===== config.mk =====
export PLATFORM = sky130hd
export DESIGN_NAME = verilab_i2c_gpio_target
export DESIGN_NICKNAME = d
export VERILOG_FILES = /design/src/rtl/verilab_i2c_gpio_target.sv
export SDC_FILE = /design/constraint.sdc
export NUM_CORES = 1
export LEC_CHECK = 0
export CAP_MARGIN = 15
export CORE_MARGIN = 4
export CORE_UTILIZATION = 30
export CTS_CLUSTER_SIZE = 14
export DETAILED_ROUTE_END_ITERATION = 7
export PLACE_DENSITY = 0.54
export SKIP_LAST_GASP = 1
export SLEW_MARGIN = 15
export SYNTH_ARGS = -nofsm -noshare
export SYNTH_HDL_FRONTEND = slang
export SYNTH_SLANG_ARGS = --single-unit

===== constraint.sdc =====
create_clock -name clk -period 4.9 [get_ports clk]
set_input_delay 0.98 -clock clk [delete_from_list [all_inputs] [get_ports clk]]
set_output_delay 0.98 -clock clk [all_outputs]
set_load 0.005 [all_outputs]

===== src/rtl/verilab_i2c_gpio_target.sv =====
// I2C target exposing a small GPIO register file (out, oe, in, zero) behind a 2-bit pointer.
// Define VERILAB_I2C_GPIO_TARGET_AUTOINC_EN to advance the pointer after every data byte.
module verilab_i2c_gpio_target #(
    parameter logic [6:0]  ADDR = 7'h48,
    parameter int unsigned GPIO = 8
) (
    input  logic            clk,
    input  logic            reset,
    input  logic            scl_in,
    input  logic            sda_in,
    output logic            sda_oe,
    input  logic [GPIO-1:0] gpio_in,
    output logic [GPIO-1:0] gpio_out,
    output logic [GPIO-1:0] gpio_oe,
    output logic            busy
);

    typedef enum logic [3:0] {
        StIdle, StAddr, StAddrAck, StPtr, StPtrAck, StWdata, StWdataAck, StRdata, StRack
    } state_e;

    state_e            state_q, state_d;
    logic [1:0]        scl_sync_q, sda_sync_q;
    logic [GPIO-1:0]   gin_meta_q, gin_q;
    logic              scl_prev_q, sda_prev_q;
    logic [3:0]        cnt_q, cnt_d;
    logic [7:0]        shift_q, shift_d, rdata_q, rdata_d, rd_val, wbyte;
    logic [1:0]        ptr_q, ptr_d;
    logic              sda_oe_q, sda_oe_d, busy_q, busy_d;
    logic [GPIO-1:0]   gpio_out_q, gpio_out_d, gpio_oe_q, gpio_oe_d;
    logic              sscl, ssda, scl_rise, scl_fall, start_det, stop_det, byte_done, ack_done;

    assign sscl      = scl_sync_q[1];
    assign ssda      = sda_sync_q[1];
    assign scl_rise  = sscl & ~scl_prev_q;
    assign scl_fall  = ~sscl & scl_prev_q;
    assign start_det = sscl & scl_prev_q & sda_prev_q & ~ssda;
    assign stop_det  = sscl & scl_prev_q & ~sda_prev_q & ssda;
    assign byte_done = (cnt_q == 4'd8);
    assign ack_done  = (cnt_q != 4'd0);
    assign wbyte     = {shift_q[6:0], ssda};

    always_ff @(posedge clk or posedge reset) begin
        if (reset) begin
            scl_sync_q <= 2'b11;
            sda_sync_q <= 2'b11;
            gin_meta_q <= '1;
            gin_q      <= '1;
            scl_prev_q <= 1'b1;
            sda_prev_q <= 1'b1;
        end else begin
            scl_sync_q <= {scl_sync_q[0], scl_in};
            sda_sync_q <= {sda_sync_q[0], sda_in};
            gin_meta_q <= gpio_in;
            gin_q      <= gin_meta_q;
            scl_prev_q <= sscl;
            sda_prev_q <= ssda;
        end
    end

    always_ff @(posedge clk or posedge reset) begin
        if (reset) state_q <= StIdle;
        else       state_q <= state_d;
    end

    // Bits are captured on SCL rise; every state change lands on an SCL fall.
    always_comb begin
        state_d = state_q;
        if (start_det) begin
            state_d = StAddr;
        end else if (stop_det) begin
            state_d = StIdle;
        end else if (scl_fall) begin
            unique case (state_q)
                StAddr:     if (byte_done) state_d = (shift_q[7:1] == ADDR) ? StAddrAck : StIdle;
                StAddrAck:  if (ack_done)  state_d = shift_q[0] ? StRdata : StPtr;
                StPtr:      if (byte_done) state_d = StPtrAck;
                StPtrAck:   if (ack_done)  state_d = StWdata;
                StWdata:    if (byte_done) state_d = StWdataAck;
                StWdataAck: if (ack_done)  state_d = StWdata;
                StRdata:    if (byte_done) state_d = StRack;
                StRack:     if (ack_done)  state_d = shift_q[0] ? StIdle : StRdata;
                default:    state_d = state_q;
            endcase
        end
    end

    always_comb begin
        rd_val = '0;
        unique case (ptr_q)
            2'd0:    rd_val[GPIO-1:0] = gpio_out_q;
            2'd1:    rd_val[GPIO-1:0] = gpio_oe_q;
            2'd2:    rd_val[GPIO-1:0] = gin_q;
            default: rd_val = '0;
        endcase
    end

    always_comb begin
        cnt_d      = cnt_q;
        shift_d    = shift_q;
        ptr_d      = ptr_q;
        rdata_d    = rdata_q;
        sda_oe_d   = sda_oe_q;
        busy_d     = busy_q;
        gpio_out_d = gpio_out_q;
        gpio_oe_d  = gpio_oe_q;
        if (start_det || stop_det) begin
            // Any partial byte is dropped simply by clearing the counter.
            busy_d   = start_det;
            cnt_d    = '0;
            sda_oe_d = 1'b0;
        end else begin
            if (scl_rise && state_q != StIdle) begin
                cnt_d = cnt_q + 4'd1;
                if (state_q inside {StAddr, StPtr, StWdata, StRack}) shift_d = wbyte;
                if (state_q == StPtr && cnt_q == 4'd7) ptr_d = wbyte[1:0];
                if (state_q == StWdata && cnt_q == 4'd7) begin
                    if (ptr_q == 2'd0) gpio_out_d = wbyte[GPIO-1:0];
                    if (ptr_q == 2'd1) gpio_oe_d  = wbyte[GPIO-1:0];
`ifdef VERILAB_I2C_GPIO_TARGET_AUTOINC_EN
                    ptr_d = ptr_q + 2'd1;
`endif
                end
            end
            if (scl_fall && state_d != state_q) begin
                cnt_d = '0;
                unique case (state_d)
                    StAddrAck, StPtrAck, StWdataAck: sda_oe_d = 1'b1;
                    StRdata: begin
                        rdata_d  = rd_val;
                        sda_oe_d = ~rd_val[7];
                    end
                    StRack: begin
                        sda_oe_d = 1'b0;
`ifdef VERILAB_I2C_GPIO_TARGET_AUTOINC_EN
                        ptr_d = ptr_q + 2'd1;
`endif
                    end
                    default: sda_oe_d = 1'b0;
                endcase
            end else if (scl_fall && state_q == StRdata && cnt_q != 4'd0) begin
                sda_oe_d = ~rdata_q[3'(4'd7 - cnt_q)];
            end
        end
    end

    always_ff @(posedge clk or posedge reset) begin
        if (reset) begin
            cnt_q      <= '0;
            shift_q    <= '0;
            ptr_q      <= '0;
            rdata_q    <= '0;
            sda_oe_q   <= 1'b0;
            busy_q     <= 1'b0;
            gpio_out_q <= '0;
            gpio_oe_q  <= '0;
        end else begin
            cnt_q      <= cnt_d;
            shift_q    <= shift_d;
            ptr_q      <= ptr_d;
            rdata_q    <= rdata_d;
            sda_oe_q   <= sda_oe_d;
            busy_q     <= busy_d;
            gpio_out_q <= gpio_out_d;
            gpio_oe_q  <= gpio_oe_d;
        end
    end

    assign sda_oe   = sda_oe_q;
    assign busy     = busy_q;
    assign gpio_out = gpio_out_q;
    assign gpio_oe  = gpio_oe_q;

endmodule


### After elaboration in Yosys (flattened, before gate mapping)

Cells that the tools add are included.

| word-level totals | value |
|---|---|
| register bits | 66 |
| input bits | 12 |
| word-level logic and storage cells | 94 |

| cells by class | value |
|---|---|
| add/sub/neg operators | 2 |
| order comparisons | 1 |
| equality and inequality tests | 18 |
| mux-type cells | 24 |
| bitwise operators | 14 |
| reduce and logical (&&, ||, !) cells | 20 |

Operators by type and width:

| operator | number |
|---|---|
| 4-bit two-way mux | 13 |
| 4-bit by 3-bit equality test with 1-bit output, second input constant | 8 |
| 4-bit one-hot mux with 7 select lines | 1 |
| 8-bit one-hot mux with 3 select lines | 1 |
| 4-bit by 2-bit equality test with 1-bit output, second input constant | 3 |
| 4-bit nonzero test | 3 |
| 3-bit AND reduction | 3 |
| 4-bit equality test, second input constant | 2 |
| 4-bit AND reduction | 2 |
| 1-bit AND | 7 |
| 7-bit equality test, second input constant | 1 |
| 1-bit NOT | 7 |
| 1-bit logical AND | 6 |
| 3-bit two-way mux | 2 |
| 3-bit nonzero test | 2 |
| 4-bit by 1-bit adder with 4-bit output, second input constant | 1 |
| 4-bit by 1-bit equality test with 1-bit output, second input constant | 1 |
| 3-bit by 4-bit < comparator with 1-bit output, second input constant | 1 |
| 1-bit two-way mux | 4 |
| 4-bit != test | 1 |
| 1-bit binary-select mux with 3-bit select | 1 |
| 3-bit OR reduction | 1 |
| 3-bit subtractor, first input constant | 1 |
| 2-bit by 1-bit equality test with 1-bit output, second input constant | 1 |
| other kinds (6) | 6 |

### Longest topological paths before layout

Gate-level depths: netlist (run 1).

| logic depth | value |
|---|---|
| word-level depth | 12 |
| mapped depth | 9 |

### Least setup slack after synthesis (run 1)

No wires, ideal clock.

| path | value |
|---|---|
| path kind | flip-flop to flip-flop |
| from | register cnt_q[0] |
| to | register rdata_q[0] |
| library setup time | 0.125 ns |
| data arrival time | 2.517 ns |
| path slack | 2.258 ns |
| cell stages (with the launch flop) | 10 |
| period minus slack after synthesis | 2.642 ns |
| cell sequence | dfrtp_1 inv_1 ha_1 or3b_2 clkbuf_1 mux2i_1 a32oi_1 o21ai_0 nor4_4 mux2_2 |

| between the ends | value |
|---|---|
| cells in the longest elaborated chain, start to end | 9 |
| elaborated cells between the ends (all ways) | 17 |
| those cells by class | eq/ne: 3; mux: 11; reduce/logical: 3 |

Ends and longest elaborated chain:

| element | RTL line | source |
|---|---|---|
| from (decl) | 26 | `logic [3:0] cnt_q, cnt_d;` |
| from (signal assigned) | 158 | `cnt_q <= cnt_d;` |
| 4-bit equality test / 4-bit nonzero test (equally long branches) | 39, 40 |  |
| 4-bit two-way mux, or another cell as far along | 81 | `StRdata: if (byte_done) state_d = StRack;` |
| 4-bit one-hot mux with 7 select lines * | 74 | `unique case (state_q)` |
| 4-bit two-way mux * | 73 | `end else if (scl_fall) begin` |
| 4-bit two-way mux * | 71 | `end else if (stop_det) begin` |
| 4-bit two-way mux * | 69 | `if (start_det) begin` |
| 4-bit != test | 125 | `if (scl_fall && state_d != state_q) begin` |
| 1-bit logical AND | 125 |  |
| 3-bit AND reduction (no source line) * | - |  |
| to (signal assigned) | 161 | `rdata_q <= rdata_d;` |
| to (decl) | 27 | `logic [7:0] shift_q, shift_d, rdata_q, rdata_d, rd_val, wbyte;` |

Every way passes the cells marked *; elsewhere a longest branch is shown, timed or not.
A chain may end at the register's enable or synchronous reset.

### Worst setup path in the final report (run 1)

| path | value |
|---|---|
| from | register state_q[1] |
| to | register gpio_out_q[0], in the netlist gpio_out[0] |

| between the ends | value |
|---|---|
| cells in the longest elaborated chain, start to end | 3 |
| elaborated cells between the ends (all ways) | 5 |
| those cells by class | eq/ne: 1; reduce/logical: 4 |

Ends and longest elaborated chain:

| element | RTL line | source |
|---|---|---|
| from (decl) | 22 | `state_e state_q, state_d;` |
| from (signal assigned) | 62 | `if (reset) state_q <= StIdle;` |
| from (signal assigned) | 63 | `else state_q <= state_d;` |
| 4-bit by 3-bit equality test with 1-bit output / 4-bit nonzero test (equally long branches) | 117, 113 |  |
| 1-bit logical AND, on equally long branches | 117, 113 |  |
| 4-bit AND reduction (no source line) * | - |  |
| to (signal assigned) | 164 | `gpio_out_q <= gpio_out_d;` |
| to (decl) | 30 | `logic [GPIO-1:0] gpio_out_q, gpio_out_d, gpio_oe_q, gpio_oe_d;` |

Marks and branches as above.

==> flow_summary.toml, run 1 <==
[power_and_ir_drop]
p_leak_nw = 1.54
vdd_ir_drop_max_v = 0.000176
intPower_mw = 1.04
p_sw_uw = 541
power_density_nw_per_um2 = 429
p_seq_share_pct = 48.4
power_switching_share_pct = 34.2
power.total_mw = 1.58
pwr-share-comb_pct = 22.6
pwr-share-clk_pct = 29.0

[placed_design]
place.gp.congestion = 0.897
hpwlAfterDp_mm = 4.55
port_buffers = 29
preCtsSetupSlack_ns = 1.84
placed_cells_incl_taps = 402
dpl_cell_area_um2 = 3490

[cells_and_area]
final_core_util_pct = 37.2
diodes = 0
drive_gt1_share_pct = 29.5
finalNonFillerCells = 418
nets = 294
syn2layout_area_growth_pct = 19.5
stdcell_area_um2 = 3690

[global_routing]
grt_max_degree = 45
grt_pass1_vias = 2090
grt_antenna_before_repair = 0
grt_pass1_wl_mm = 10.8
grt_overflow_total = 0
grtUsageTotal_pct = 12.0

[clock_network]
clkTransAtPathRegs_ns = 0.08
cts_setup_buffers = 0
cts_resized = 0
cts_hold_buf = 0
clkSinkCount = 66
cts.path.max_buffers = 2
root_buffer = "clkbuf_8"
htreeDepth = 3
cts_inserted_buffers = 9
cts_tree = "built"
clkLatencyLatePin_ns = 0.34

[sta]
hold_ws_ns = 0.353
setup_viol = 0
finalHoldViolations = 0
worst_pin_slew_ns = 0.996
post-route-min-period_ns = 3.05
finalCritPeriodShare_pct = 62.2
postLayoutSetupSlackWorst_ns = 1.85
setup_tns_ns = 0
fmax_ghz = 0.328
max-slew-margin-rel_pct = 33.1
skew_ns = 0.00849
drv_slew = 0
rsz0062_at_grt = "no"

[min_path]
hp-class = "register to register"

[die]
pin_count = 30
dieHeight_um = 109
start_util_pct = 31.1
rows = 36
die_w_um = 109
dieArea_um2 = 12000
core_area_um2 = 9910

[synth]
avgSynthCellArea_um2 = 12.2
synthesis.nets = 267
ys_seq_elements = 66
yosysUniqueCellTypes = 51
async_reset_ff_share_pct = 100
syn_inst = 253
ys.warnings.count = 0
synth_edf_count = 0
ys_seq_area_share_pct = 54.4
synth_area_um2 = 3090
ys.flop_type = "dfrtp_1"

[drt]
routed_via_density = 4.87
wl_met2_mm = 3.03
wl_per_cell_um = 15.5
top_layer_used = "met4"
firstDrtPassIters = 4
drc = 0
dr_wl_met3_um = 223
drtAntennaViolNets = 0
routed_wl_mm = 6.50
vias = 2034
wl_met1_mm = 3.12
first_iter_violations = 66

[critical_path]
worstPathMaxFanout = 23
cp-start-kind = "register"
end_kind = "register"
critPathArrivalTime_ns = 3.27
criticalPathCategory = "register to register"
cp.required_ns = 5.12

[job]
maxCapViolCount = 0

[outcome]
status = "finished clean"
routing by layer:
layer  vias up  global-route usage (%)
met5         -                       0
met4         0                    5.08
met3        15                    3.23
met2        46                    18.4
met1      1003                    16.0
li1        970                       -
registers in the layout (all words and copies together) (netlist names), 2 cells and up:
register	count
cnt_q	4
gin_meta_q	8
gin_q	8
gpio_oe	8
gpio_out	8
ptr_q	2
rdata_q	8
scl_sync_q	2
sda_sync_q	2
shift_q	8
state_q	4
power groups by stage:
stage                     Clock, mW  Combinational, mW  Sequential, mW
after floorplan                   0              0.352           0.681
after global placement            0              0.357           0.777
after detailed placement          0              0.356           0.777
after CTS                     0.476              0.358           0.769
after global routing          0.502              0.400           0.785
final                         0.459              0.358           0.767
Yosys cell counts, types with 3 or more instances:
cell type   n  area share [%]
dfrtp_1    44              36
nand2_1    14             1.7
nor3b_1     4            0.97
nor2b_1     5             1.0
and3b_1     4             1.1
mux2i_1    10             3.2
nand4b_1    3            0.85
a21oi_1     5            0.81
mux2_2     35              13
buf_2       3            0.49
o211ai_1    5             1.2
o21ai_0    13             2.1
clkbuf_1    6            0.73
buf_1       4            0.49
nand3_1     4            0.65
dfstp_2    22              19
xor2_1      3            0.85
nor4b_1     3            0.85
a31oi_1     3            0.61
nor2_1     14             1.7
inv_1      11             1.3
critical path, cell delays in order (launching register included):
cell and delay (ns):
dfrtp_1 0.77, or4_1 0.22, and3b_1 0.26, nand2_1 0.10, or2_2 0.33, nor4_2 0.83
mux2_2 0.42
layout by cell type (no fill, tap or decap), types with 2 or more instances in the layout:
master,count
dfrtp_1,44
mux2_2,35
clkdlybuf4s50_1,29
dfstp_2,22
nand2_1,14
nor2_1,14
o21ai_0,13
inv_1,10
mux2i_1,10
clkbuf_8,9
nor2b_1,5
o211ai_1,5
a21oi_1,5
and3b_1,4
nand3_1,4
nor3b_1,4
xor2_1,3
nand4b_1,3
a31oi_1,3
nor4b_1,3
clkinv_4,3
or4_1,2
or2_2,2
nand3b_1,2
nand4_1,2
a41o_1,2
o31ai_1,2
mux4_2,2
ha_1,2
inv_6,2
kinds of logic after synthesis:
group | Yosys count | share of synthesized area (%)
flip-flops | 66 | 54.4
AO/OA/AOI/OAI | 42 | 9.33
multiplexers | 47 | 17.5
AND/OR/NAND/NOR | 68 | 13.7
adder cells (fa/ha/maj) | 2 | 0.811
buffers and inverters | 25 | 3.41
XOR/XNOR | 3 | 0.852
final timing paths:
check | start | endpoint | slack, ns | depth (start not counted)
max | state_q[1] | gpio_out[0] | 1.85 | 6
min | gin_meta_q[7] | gin_q[7] | 0.35 | 0
max reg2reg | state_q[1] | gpio_out[0] | 1.85 | 6
min reg2reg | gin_meta_q[7] | gin_q[7] | 0.35 | 0
max in group asynchronous | reset | scl_sync_q[1] | 2.84 | 3
min in group asynchronous | reset | rdata_q[2] | 1.15 | 2
area by class of cell:
type | instances | area [um2]
Clock buffer | 10 | 128
Clock inverter | 6 | 73.8
Fill cell | 1009 | 6220
Inverter | 11 | 41.3
Multi-Input combinational cell | 162 | 1300
Sequential cell | 66 | 1680
Tap cell | 133 | 166
Timing Repair Buffer | 30 | 298
(Power assumes the default switching activity.)
==> inputs of run 2 (changes only) <==
- PLACE_DENSITY: 0.54 -> 0.56
- clock period: 4.9 -> 2.6 ns (I/O delays scaled with it)
==> run 2 against run 1 <==
Effect of this change: power up 100%; worst setup slack worse by 1.7 ns; clock power is 100% higher; via count is 4.2% higher; final area up 7.0%; hold slack gained 0.0039 ns; core utilization increased by 2.6 points; highest routed layer unchanged; critical path depth grew 1; routed wire length is 5.1% higher; first-iteration DRC count is 15% lower.
==> flow_summary.toml, run 2 (synthesis results as in run 1) <==
[clock_network]
clkLatencyLatePin_ns = 0.35
cts_tree = "built"
clkTransAtPathRegs_ns = 0.08
root_buffer = "clkbuf_8"
cts.path.max_buffers = 2
cts_hold_buf = 0
htreeDepth = 3
cts_inserted_buffers = 9
clkSinkCount = 66

[critical_path]
ff2ff_path_depth = 7
timing.rr.start = "sda_sync_q[1]"
worstSetupStartpoint = "sda_sync_q[1]"
criticalPathCategory = "register to register"
cp.required_ns = 2.83
end_kind = "register"
path_cells = "xor2_1 > nand3_1 > nand4b_1 > or2_2 > or4_1 > buf_4 > mux2_2"
cp-start-kind = "register"
crit_slowest_cell = "dfstp_2"
worstPathMaxFanout = 9
critPathArrivalTime_ns = 2.66
crit_path_max_incr_delay_ns = 0.63

[power_and_ir_drop]
power_density_nw_per_um2 = 821
p_leak_nw = 1.69
vdd_ir_drop_max_v = 0.000358

[placed_design]
dpl_cell_area_um2 = 3710
placed_cells_incl_taps = 428
port_buffers = 29
place.gp.congestion = 0.909
preCtsSetupSlack_ns = 0.0298
hpwlAfterDp_mm = 4.91

[die]
dieHeight_um = 109
start_util_pct = 31.1
rows = 36
dieArea_um2 = 12000
core_area_um2 = 9910
die_w_um = 109
pin_count = 30

[cells_and_area]
stdcell_area_um2 = 3950
syn2layout_area_growth_pct = 27.9
regArea_um2 = 1680
final_common_cell = "dfrtp_1"
final_cell_mix = "dfrtp_1 (44), mux2_2 (35), clkdlybuf4s50_1 (29)"
finalNonFillerCells = 445
n_fill_cell = 972
multi_input_area_um2 = 1320
diodes = 0
nets = 321
drive_gt1_share_pct = 37.2

[min_path]
min_from = "gin_meta_q[5]"
hp-class = "register to register"
min_path_cells = 0

[sta]
postLayoutSetupSlackWorst_ns = 0.170
post-route-min-period_ns = 2.43
setup_viol = 0
max-slew-margin-rel_pct = 59.8
skew_ns = 0.0127
worst_pin_slew_ns = 0.594
drv_slew = 0
fmax_ghz = 0.411
finalCritPeriodShare_pct = 93.5
finalHoldViolations = 0
hold_ws_ns = 0.357
setup_tns_ns = 0

[drt]
drtAntennaViolNets = 0
vias = 2120
routed_via_density = 4.76
first_iter_violations = 56
wl_per_cell_um = 15.3
firstDrtPassIters = 4
routed_wl_mm = 6.83
drc = 0

[global_routing]
grt_antenna_before_repair = 0
grt_overflow_total = 0
grt_pass1_wl_mm = 11.5
grt_max_degree = 32
grt_pass1_vias = 2250
grtUsageTotal_pct = 12.7

[outcome]
status = "finished clean"

[job]
maxCapViolCount = 0
## run 2: cell count changes in the layout (fill, tap and decap cells not counted), sizes merged
cell	previous run	this run
buf	1	28
clkinv	3	2
inv	13	14
## run 2: what timing repair did
action | in CTS | in global routing
gates resized for setup | 0 | 6
endpoints found under the hold margin | 0 | 0
setup endpoints to repair | 0 | 7
setup buffers | 0 | 1
## run 2: where the power goes
part / internal (mW) / switching, mW
Clock: 0.480 / 0.439
Combinational: 0.493 / 0.538
Sequential: 1.17 / 0.125
## run 2: path summary, 6_finish.rpt
kind	slack [ns]	endpoint
max	0.17	gpio_oe[6]
min	0.36	gin_q[5]
max in group asynchronous	1.48	rdata_q[6]
max reg2reg	0.17	gpio_oe[6]
min in group asynchronous	0.52	ptr_q[0]
min reg2reg	0.36	gin_q[5]
## run 2: area by class of cell
type / instances / share of cell area [%]
flip-flops and latches: 66 / 42.6
well taps: 133 / 4.22
clock buffers: 10 / 3.49
multi-input cells: 162 / 33.5
inverters: 11 / 1.05
repair buffers: 57 / 13.4
clock inverters: 6 / 1.81
## run 2: routing by layer
metal	part of all wire, %	vias to the layer above	GRT usage [%]
met2	45	54	18.7
met5	0	-	0
met3	4.2	13	3.17
met4	2.6	0	6.59
met1	48	1030	17.3
li1	-	1023	-
## run 2: worst max-delay path, delay by kind of cell (launching register included)
| kind | cells | cell delay [ns] |
|---|---|---|
| buffers and inverters | 1 | 0.19 |
| and+or+nand+nor | 4 | 1.11 |
| xor gates and xnor gates | 1 | 0.11 |
| muxes | 1 | 0.27 |
| DFF | 1 | 0.63 |
## run 2: metrics by stage
step                      power (mW)  utilization (%)
after global routing            3.45             39.8
after CTS                       3.24             39.5
after detailed placement        2.30             37.4
after global placement          2.30             37.4
after floorplan                 1.95                -
final                           3.24             39.8
